## src/rtl/hazard_ctrl.sv

```systemverilog
// Pipeline hazard controller: shadow E/M scoreboard, operand-forward selects,
// load-use stall, decode-branch redirect/flush and memory-wait freeze.
module hazard_ctrl #(
  parameter int unsigned REG_AW = 5,
  parameter int unsigned ADDR_W = 64,
  parameter int unsigned CNT_W  = 32
) (
  input  logic              clk,
  input  logic              reset,
  input  logic              validD,
  input  logic [REG_AW-1:0] ra1D,
  input  logic [REG_AW-1:0] ra2D,
  input  logic              use1D,
  input  logic              use2D,
  input  logic [REG_AW-1:0] dstD,
  input  logic              regwriteD,
  input  logic              memreadD,
  input  logic              branchD,
  input  logic [ADDR_W-1:0] pcbranchD,
  input  logic              i_wait,
  input  logic              d_wait,
  output logic [1:0]        ac,
  output logic [1:0]        bc,
  output logic              stallF,
  output logic              stallD,
  output logic              bubbleE,
  output logic              stallEM,
  output logic              flushD,
  output logic              redirect,
  output logic [ADDR_W-1:0] redirect_pc,
  output logic [CNT_W-1:0]  stall_cnt
);

  logic              e_valid, e_regwrite, e_memread;
  logic [REG_AW-1:0] e_dst;
  logic              m_valid, m_regwrite, m_memread;
  logic [REG_AW-1:0] m_dst;

  logic              pending;
  logic [ADDR_W-1:0] pend_pc;

  logic e_prod1, e_prod2, m_prod1, m_prod2;
  logic loaduse, branch_now;

  // A load sitting in E cannot forward yet, so its match falls through to M.
  function automatic logic [1:0] fwd_sel(input logic use_r, input logic nz,
                                         input logic e_prod, input logic e_ld,
                                         input logic m_prod, input logic m_ld);
    logic [1:0] sel;
    sel = 2'd0;
    if (use_r && nz) begin
      if (e_prod && !e_ld)  sel = 2'd1;
      else if (m_prod)      sel = m_ld ? 2'd3 : 2'd2;
    end
    return sel;
  endfunction

  always_comb begin
    e_prod1 = e_valid & e_regwrite & (e_dst == ra1D) & (ra1D != '0);
    e_prod2 = e_valid & e_regwrite & (e_dst == ra2D) & (ra2D != '0);
    m_prod1 = m_valid & m_regwrite & (m_dst == ra1D) & (ra1D != '0);
    m_prod2 = m_valid & m_regwrite & (m_dst == ra2D) & (ra2D != '0);

    ac = fwd_sel(use1D, ra1D != '0, e_prod1, e_memread, m_prod1, m_memread);
    bc = fwd_sel(use2D, ra2D != '0, e_prod2, e_memread, m_prod2, m_memread);

    loaduse = validD & e_memread & ((use1D & e_prod1) | (use2D & e_prod2));
  end

  always_comb begin
    stallF     = 1'b0;
    stallD     = 1'b0;
    bubbleE    = 1'b0;
    stallEM    = 1'b0;
    branch_now = 1'b0;
    if (d_wait) begin
      stallF  = 1'b1;
      stallD  = 1'b1;
      stallEM = 1'b1;
    end else if (loaduse) begin
      stallF  = 1'b1;
      stallD  = 1'b1;
      bubbleE = 1'b1;
    end else begin
      stallF     = i_wait;
      branch_now = validD & branchD;
    end
    flushD      = pending | (~d_wait & ~loaduse & (i_wait | branch_now));
    redirect    = pending | branch_now;
    redirect_pc = pending ? pend_pc : (branch_now ? pcbranchD : pend_pc);
  end

  always_ff @(posedge clk or negedge reset) begin
    if (!reset) begin
      e_valid    <= 1'b0;
      e_regwrite <= 1'b0;
      e_memread  <= 1'b0;
      e_dst      <= '0;
      m_valid    <= 1'b0;
      m_regwrite <= 1'b0;
      m_memread  <= 1'b0;
      m_dst      <= '0;
    end else if (!d_wait) begin
      m_valid    <= e_valid;
      m_regwrite <= e_regwrite;
      m_memread  <= e_memread;
      m_dst      <= e_dst;
      if (loaduse) begin
        e_valid <= 1'b0;
      end else begin
        e_valid    <= validD & ~flushD;
        e_regwrite <= regwriteD;
        e_memread  <= memreadD;
        e_dst      <= dstD;
      end
    end
  end

  always_ff @(posedge clk or negedge reset) begin
    if (!reset) begin
      pending <= 1'b0;
      pend_pc <= '0;
    end else if (pending) begin
      if (!i_wait) pending <= 1'b0;
    end else if (branch_now && i_wait) begin
      pending <= 1'b1;
      pend_pc <= pcbranchD;
    end
  end

  always_ff @(posedge clk or negedge reset) begin
    if (!reset)      stall_cnt <= '0;
    else if (stallF) stall_cnt <= stall_cnt + CNT_W'(1);
  end

endmodule

```

## config.mk

```make
export PLATFORM = sky130hd
export DESIGN_NAME = hazard_ctrl
export DESIGN_NICKNAME = d
export VERILOG_FILES = /design/src/rtl/hazard_ctrl.sv
export SDC_FILE = /design/constraint.sdc
export NUM_CORES = 1
export LEC_CHECK = 0
export ABC_AREA = 1
export BUFFER_PORTS_ARGS = -buffer_cell sky130_fd_sc_hd__buf_4
export CORE_MARGIN = 2
export CORE_UTILIZATION = 53
export CTS_CLUSTER_SIZE = 28
export DETAILED_ROUTE_END_ITERATION = 10
export PLACE_DENSITY_LB_ADDON = 0.1
export SLEW_MARGIN = 20
export SYNTH_ARGS = -nofsm -noshare
export SYNTH_HDL_FRONTEND = slang
export SYNTH_SLANG_ARGS = --single-unit
```

## constraint.sdc

```tcl
create_clock -name clk -period 2.5 [get_ports clk]
set_input_delay 0.5 -clock clk [delete_from_list [all_inputs] [get_ports clk]]
set_output_delay 0.5 -clock clk [all_outputs]
set_load 0.02 [all_outputs]
```

=== After elaboration in Yosys (flattened, before gate mapping) ===
Index checks and enable logic that the tools add are counted.

* Eq/ne operators: 4
* Bitwise logic cells: 26
* Multiplexer cells: 21
* Reduce and logical (&&, ||, !) cells: 10
* Add/sub/neg operators: 1

{| class="wikitable"
|+ Operators by type and width
! cell !! count
|-
| 2-to-1 mux 64 bit || 2
|-
| adder 32 x 1 -> 32 bit, second input constant || 1
|-
| equality test 5 bit || 4
|-
| bitwise AND 1 bit || 18
|-
| 2-to-1 mux 1 bit || 13
|-
| 2-to-1 mux 2 bit || 6
|-
| nonzero test 5 bit || 2
|-
| logical AND 1 bit || 5
|-
| NOT 1 bit || 4
|-
| OR 1 bit || 4
|-
| AND reduction 2 bit || 2
|-
| logical NOT 1 bit || 1
|}

* Logic and storage cells: 73
* Flip-flop bits (word level): 113
* Output and inout bits: 106

=== Logic depth before layout (Yosys ltp) ===
Gate-level depths: netlist of the first run.

* Word-level depth: 14
* Gate-level depth with buffers: 16
* Depth with buffers taken out: 15

=== Least setup slack after synthesis of the first run ===
OpenSTA, ideal clock, no wires.

* Path kind: input to output
* Start: input port ra2D[1]
* End: output port redirect_pc[51]
* Arrival time: 1.877 ns
* Slack: 0.123 ns
* Cell stages on the path: 12
* Required time: 2.000 ns
* Path through: or2_1 -> nor2_2 -> nor2_1 -> nand3_1 -> nand2_1 -> nand2_4 -> nand3_4 -> nor2_4 -> buf_6 -> buf_6 -> nand2_1 -> o21ai_1

* Word-level cells in the longest chain between the ends: 10
* Elaborated cells on any way between the ends: 11
* Classes of those cells: eq/ne: 1; mux: 4; bitwise: 5; reduce/logical: 1

{| class="wikitable"
|+ RTL lines
! element !! line !! source
|-
| start, declared || 12 || <nowiki>input logic [REG_AW-1:0] ra2D,</nowiki>
|-
| equality test 5 bit || 60 || <nowiki>e_prod2 = e_valid & e_regwrite & (e_dst == ra2D) & (ra2D != '0);</nowiki>
|-
| bitwise AND 1 bit || 60 ||
|-
| bitwise AND 1 bit (*) || 60 ||
|-
| bitwise AND 1 bit (*) || 67 || <nowiki>loaduse = validD & e_memread & ((use1D & e_prod1) | (use2D & e_prod2));</nowiki>
|-
| OR 1 bit (*) || 67 ||
|-
| bitwise AND 1 bit (*) || 67 ||
|-
| 2-to-1 mux 1 bit (*) || 80 || <nowiki>end else if (loaduse) begin</nowiki>
|-
| 2-to-1 mux 1 bit (*) || 76 || <nowiki>if (d_wait) begin</nowiki>
|-
| 2-to-1 mux 64 bit (*) (2 in series) || 90 || <nowiki>redirect_pc = pending ? pend_pc : (branch_now ? pcbranchD : pend_pc);</nowiki>
|-
| end, declared || 30 || <nowiki>output logic [ADDR_W-1:0] redirect_pc,</nowiki>
|}

Every way passes the cells marked *; elsewhere a longest branch is shown, timed or not.

=== Final worst setup path of the first run ===
* Start: register e_dst[3]
* End: output port redirect_pc[40]

* Word-level cells in the longest chain between the ends: 10
* Elaborated cells on any way between the ends: 14
* Classes of those cells: eq/ne: 2; mux: 4; bitwise: 8

{| class="wikitable"
|+ RTL lines
! element !! line !! source
|-
| start, declared || 35 || <nowiki>logic [REG_AW-1:0] e_dst;</nowiki>
|-
| start signal, assigned || 114 || <nowiki>e_dst <= dstD;</nowiki>
|-
| equality test 5 bit, on equally long branches || 59, 60 ||
|-
| bitwise AND 1 bit, on equally long branches (2 in series) || 59, 60 ||
|-
| bitwise AND 1 bit || 67 ||
|-
| OR 1 bit (*) || 67 ||
|-
| bitwise AND 1 bit (*) || 67 ||
|-
| 2-to-1 mux 1 bit (*) || 80 ||
|-
| 2-to-1 mux 1 bit (*) || 76 ||
|-
| 2-to-1 mux 64 bit (*) (2 in series) || 90 ||
|}

Marked as above.

==> qor.csv, run 1 <==
metric,value,unit
status,"complete, but fails checks",
failing checks,negative setup slack,
Internal,0.00527,W
Commonest cells post-synth,"265 x nand2_1, 119 x inv_1, 113 x dfrtp_1",
peak fanout along the critical path,7,
leak pwr,5.05,nW
Max-slew headroom,51.8,%
Switching Fraction,33.5,%
Final Hold Viols,0,
drt wl/cell,16.0,um
# setup viols final,68,
Post-synth top flop,dfrtp_1,
total track usage,27.3,%
Pwr Density,764,mW/mm^2
"count leader, synth",nand2_1,
post-synth top area share,41.3,%
core area,0.0126,mm^2
post-synthesis net count,1014,
Sequential Power Share,30.9,%
Initial DRT Pass Iterations,6,
vias in the first global route,6500,
Rows,41,
Worst-Skew Late Latency,0.42,ns
initial antenna violation count,0,
Syn-to-layout area delta,51.9,%
routability congestion estimate,0.946,
Die W,118,um
register area share after synthesis,41.3,%
IO Count,195,
max-slew violation total from the final report,0,
Fin Hold WS,0.0559,ns
RSZ-0062 raised after global routing,yes,
fin nets,1250,
Max-Cap Viols,0,
Peak VDD IR,0.586,mV
pre-CTS setup slack,-0.168,ns
Post-synth EDFFs,0,
Initial Util,54.2,%
main area contributors after synthesis,"dfrtp_1 41%, nand2_1 15%, o21bai_1 7.0%, inv_1 6.5%, nand3_1 5.9%",
Cell variety after synth,32,
worst path required time,2.00,ns
DRT iter0 DRCs,482,
Hold Crit Class,in2async,
routed vias,7203,
DP HPWL,12.7,mm
CTS Root Buffer Type,clkbuf_16,
clock network fraction of design power,32.8,%
Worst EP arrival,2.48,ns
Clock Skew,0.00692,ns
CP Class,reg2out,
crit path launch type,flip-flop,
Syn Inst Count,924,
Avg Inst Size Synth,7.40,um^2
Sink Count,113,
layout cells sized above 1,34.9,%
CP endpoint kind,output pin,
largest net degree at the start of global routing,65,
DRC,0,
PortBufs,194,
final worst path period share,119,%
DIE HEIGHT,118,um
CTS tree,done,
maximum operating frequency,0.336,GHz
Die Footprint,0.0138,mm^2
combinational cell fraction of total power,36.3,%
switching power,0.00266,W
Post-Synthesis Cell Area,0.00684,mm^2
DRT antenna net count,0,
Final WS setup,-0.477,ns
# fillers,807,
cts bufs inserted,17,
Synth warnings,0,
"FFs w/ async S/R, synth",100,%
Vias/cell,5.36,
clk slew on worst S/H paths,0.05,ns
ANT cells,0,
H-tree depth,4,
gr ovfl total,0,
Worst-Margin Slew,0.723,ns
Tmin final,2.98,ns
maximum buffer depth of the clock tree,2,
Synth Register Bits,113,
cell taking the most area after synthesis,dfrtp_1,
hold_buf cts,0,
DRT Wirelength,21.6,mm
first-pass GRT wire length,30.9,mm
[flip-flops by register name (all words and copies together), names as in the netlist]
| name | count |
|---|---|
| pend_pc | 64 |
| m_valid | 1 |
| e_regwrite | 1 |
| m_dst | 5 |
| e_dst | 5 |
| e_valid | 1 |
| m_memread | 1 |
| e_memread | 1 |
| pending | 1 |
| stall_cnt | 32 |
| m_regwrite | 1 |
[power groups by stage]
stage	Sequential [W]	Combinational (W)	Clock, W
finish	0.00245	0.00288	0.00260
floorplan	0.00256	0.00130	0
global route	0.00250	0.00310	0.00270
detailed placement	0.00247	0.00238	0
CTS	0.00245	0.00245	0.00261
global placement	0.00246	0.00234	0
[metrics by stage]
step	utilization [%]	setup TNS, ns	cell area (um^2)	std cells	total power [W]
3_3_place_gp	67.4	-6.61	8500	1272	0.00480
2_1_floorplan	-	0	6840	924	0.00385
5_1_grt	82.3	-32.20	10400	1345	0.00831
3_5_place_dp	67.4	-8.17	8500	1272	0.00485
6_report	82.3	-28.18	10400	1345	0.00793
4_1_cts	74.4	-17.94	9390	1323	0.00751
[path summary, 6_finish.rpt]
kind                       startpoint         endpoint  slack, ns  depth (start not counted)
min in group clk              dstD[4]         e_dst[4]       0.29                          3
hold reg to reg            m_regwrite       m_regwrite       0.49                          2
max in group asynchronous       reset      pend_pc[28]       1.75                          2
setup / recovery             e_dst[3]  redirect_pc[40]      -0.48                         14
hold / removal                  reset         e_dst[3]       0.06                          1
setup reg to reg             e_dst[3]      pend_pc[41]       0.21                         16
[critical path, stage by stage (launching register included)]
cell       delay [ns]
dfrtp_1          0.42
buf_6            0.14
a21oi_2          0.13
nand2_2          0.09
nor2_4           0.13
nand3_2          0.11
nand2_2          0.10
nand2_4          0.06
nand3_4          0.07
nor2_4           0.05
buf_12           0.13
clkbuf_16        0.18
clkbuf_16        0.17
o21ai_2          0.15
buf_6            0.14
[timing repair]
action                                 in CTS  in global routing
setup buffers                              17                 10
gates resized for setup                    20                160
endpoints found under the hold margin       0                  0
pin swaps                                   3                 11
cloned                                      2                 13
setup endpoints to repair                  66                 73
[cell families (layout without fill, tap and decap cells)]
| family | after synthesis | after routing | share of synthesized area [%] |
|---|---|---|---|
| and+or+nand+nor | 421 | 421 | 26.3 |
| adders and majority gates | 1 | 1 | 0.183 |
| AOI/OAI and AO/OA | 177 | 177 | 15.3 |
| xor gates and xnor gates | 38 | 38 | 4.87 |
| DFF | 113 | 113 | 41.3 |
| buffers and inverters | 174 | 423 | 12.0 |
[per-layer routing]
layer / wire [um] / track usage [%] / share of wire (%)
met4: 624 / 9.26 / 2.9
met3: 1330 / 7.36 / 6.1
met1: 8720 / 34.9 / 40
met5: 0 / 0 / 0
met2: 10900 / 44.9 / 50
[layout make-up]
cell class	instances	area (um^2)	share of cell area [%]
Clock buffer	21	480	4.62
Clock inverter	11	158	1.52
Inverter	122	458	4.41
Multi-Input combinational cell	637	3690	35.5
Sequential cell	113	2830	27.2
Tap cell	172	215	2.07
Timing Repair Buffer	269	2560	24.7
[cell usage in the layout, fill, tap and decap left out, drive strengths merged, types with 15 or more instances in the layout]
master,count
nor3,15
o21bai,64
xor2,33
inv,122
nand3,81
clkbuf,33
nand2,268
nor2,38
dfrtp,113
buf,257
o21ai,108
Power figures use the tool's default switching activity.
==> run 2: changes to the inputs <==
CAP_MARGIN = 20   (was unset)
CORE_UTILIZATION = 48   (was 53)
clock period = 2.4 ns   (was 2.5 ns; I/O delays follow)
==> run 2 against run 1 <==
Net effect: the run still ends with negative setup slack left; sequential share of layout area up 0.88 points; total power up 4.8%; via count down 5.4%; clock skew down 0.0018 ns; wire length down 7.2%; combinational power about the same; register-to-register slack better by 0.07 ns; sequential power up 4%; critical path depth down 1; critical path type unchanged; highest routed layer unchanged.
==> qor.csv, run 2 (synthesized netlist as in run 1, its figures left out) <==
metric,value,unit,change
critical path startpoint,e_dst[1],,
CP cell instances,xnor2_1 > nand2_1 > nor2_2 > nand3_1 > nand2_2 > nand2_4 > nand3_4 > nor2_4 > buf_6 > buf_16 > buf_8 > o21ai_4 > buf_6,,
Largest regs,"pend_pc (64), stall_cnt (32)",,
first-pass GRT wire length,31.2,mm,+0.92%
worst reg-to-reg setup slack,0.28,ns,+0.07 ns
Fin Hold WS,0.0714,ns,+0.0154 ns
max-slew violation total from the final report,0,,unchanged
vias in the first global route,6485,,-0.23%
gr ovfl total,0,,unchanged
r2r worst-path depth,14,,-2
drt wl/cell,14.9,um,-6.9%
leak pwr,4.94,nW,-2.2%
GR Util met3,7.01,%,-0.35 points
Pwr Density,826,mW/mm^2,+8.2%
Setup Total Neg Slack,-19.24,ns,+8.94 ns
met1 Usage GRT,33.2,%,-1.8 points
dpl cells,1284,,+0.94%
RSZ-0062 raised after global routing,yes,,
DRC,0,,unchanged
DIE HEIGHT,123,um,+4.9%
Max-slew headroom,52.6,%,+0.83 points
DRT antenna net count,0,,unchanged
crit path launch type,flip-flop,,
Syn-to-layout area delta,47.2,%,
peak fanout along the critical path,6,,-1
Die Footprint,0.0152,mm^2,+10%
IO Count,195,,unchanged
Worst-Margin Slew,0.711,ns,-0.0124 ns
CP Class,reg2out,,
Die W,123,um,+4.9%
PortBufs,194,,unchanged
Max-Cap Viols,0,,unchanged
final worst path period share,115,%,
design area,0.0101,mm^2,-3.1%
Post-DP Area,0.00857,mm^2,+0.77%
DP HPWL,12.5,mm,-1.5%
Final Hold Viols,0,,unchanged
maximum operating frequency,0.361,GHz,
CTS Root Buffer Type,clkbuf_16,,
worst path required time,1.92,ns,-0.08 ns
DRT Wirelength,20.0,mm,-7.2%
clk slew on worst S/H paths,0.05,ns,about the same
Rows,43,,+4.9%
failing checks,negative setup slack,,
Peak VDD IR,0.677,mV,+16%
CTS tree,done,,
DRT iter0 DRCs,431,,-11%
hold_buf cts,0,,unchanged
met2 Use GR,43.3,%,-1.6 points
ANT cells,0,,unchanged
Final WS setup,-0.369,ns,+0.109 ns
Most Crowded Layer GR,met2,,
routability congestion estimate,0.874,,-7.6%
Sink Count,113,,unchanged
core area,0.0139,mm^2,+10%
Worst-Skew Late Latency,0.41,ns,about the same
routed vias,6811,,-5.4%
cts bufs inserted,17,,unchanged
fin nets,1238,,-0.96%
fin cells,1341,,-0.30%
status,"complete, but fails checks",,
Vias/cell,5.08,,-5.2%
Tmin final,2.77,ns,
slowest CP cell,dfrtp_1,,
CP most frequent cell,buf_6,,
Initial DRT Pass Iterations,5,,-1
layout cells sized above 1,32.1,%,-2.7 points
Worst EP arrival,2.29,ns,-0.19 ns
# setup viols final,67,,-1.5%
maximum buffer depth of the clock tree,2,,unchanged
total track usage,25.9,%,-1.4 points
largest net degree at the start of global routing,66,,+1.5%
reg2reg end,pend_pc[10],,
Largest Register,pend_pc,,
RR Startpoint,e_dst[1],,
"Largest stage delay, worst path",0.42,ns,about the same
Hold Crit Class,in2async,,
max FFs per register,64,,unchanged
initial antenna violation count,0,,unchanged
CP endpoint kind,output pin,,
Initial Util,49.3,%,-4.9 points
"most common cell after layout, fill and taps aside",nand2_1,,
most frequent cells in the layout,"240 x nand2_1, 196 x buf_4, 115 x inv_1, 113 x dfrtp_1, 79 x nand3_1",,
H-tree depth,4,,unchanged
Clock Skew,0.00511,ns,-0.00180 ns
[run 2: worst max path at each step]
stage / to / depth (start not counted)
final: redirect_pc[39] / 13
after global routing: redirect_pc[45] / 16
after CTS: redirect_pc[38] / 13
after detailed placement: redirect_pc[7] / 14
after global placement: redirect_pc[7] / 14
after floorplan: redirect_pc[51] / 12
[run 2: power breakdown]
part | total (W) | internal, W | switching (W) | leakage, nW
Sequential | 0.00255 | 0.00231 | 0.000248 | 1.41
Clock | 0.00291 | 0.00205 | 0.000856 | 0.336
Combinational | 0.00285 | 0.00129 | 0.00157 | 3.19
Total | 0.00832 | 0.00565 | 0.00267 | 4.94
[run 2: cell type report]
type / instances / area, um^2
clock inverter: 10 / 203
sequential: 113 / 2830
timing repair buffer: 257 / 2320
tap: 180 / 225
multi-input combinational: 637 / 3550
fill: 1080 / 3820
inverter: 122 / 458
clock buffer: 22 / 484
[run 2: timing repair]
item                                    CTS  global route
resized for setup                       100            50
cloned                                    3             2
endpoints found under the setup margin   68            72
pin swaps                                 9             8
setup buffers                            11            11
[run 2: metrics by stage]
step	worst slack, ns	total power (W)	util [%]
after global routing	-0.508	0.00874	72.5
final	-0.369	0.00832	72.5
after floorplan	0.0631	0.00401	-
after CTS	-0.368	0.00820	70.4
after global placement	-0.228	0.00502	61.7
after detailed placement	-0.239	0.00506	61.7
[run 2: worst max-delay path, delay by kind of cell (launching register included)]
kind	cells	cell delay [ns]
buf+inv	4	0.54
compound gates	1	0.15
simple gates	7	0.57
flops	1	0.42
xor+xnor	1	0.20
[run 2: per-layer routing]
metal | wire (um) | vias to the layer above | part of all wire, %
li1 | - | 3387 | -
met1 | 8480 | 3210 | 42
met2 | 10100 | 195 | 50
met3 | 1200 | 19 | 6.0
met4 | 219 | 0 | 1.1
met5 | 0 | - | 0
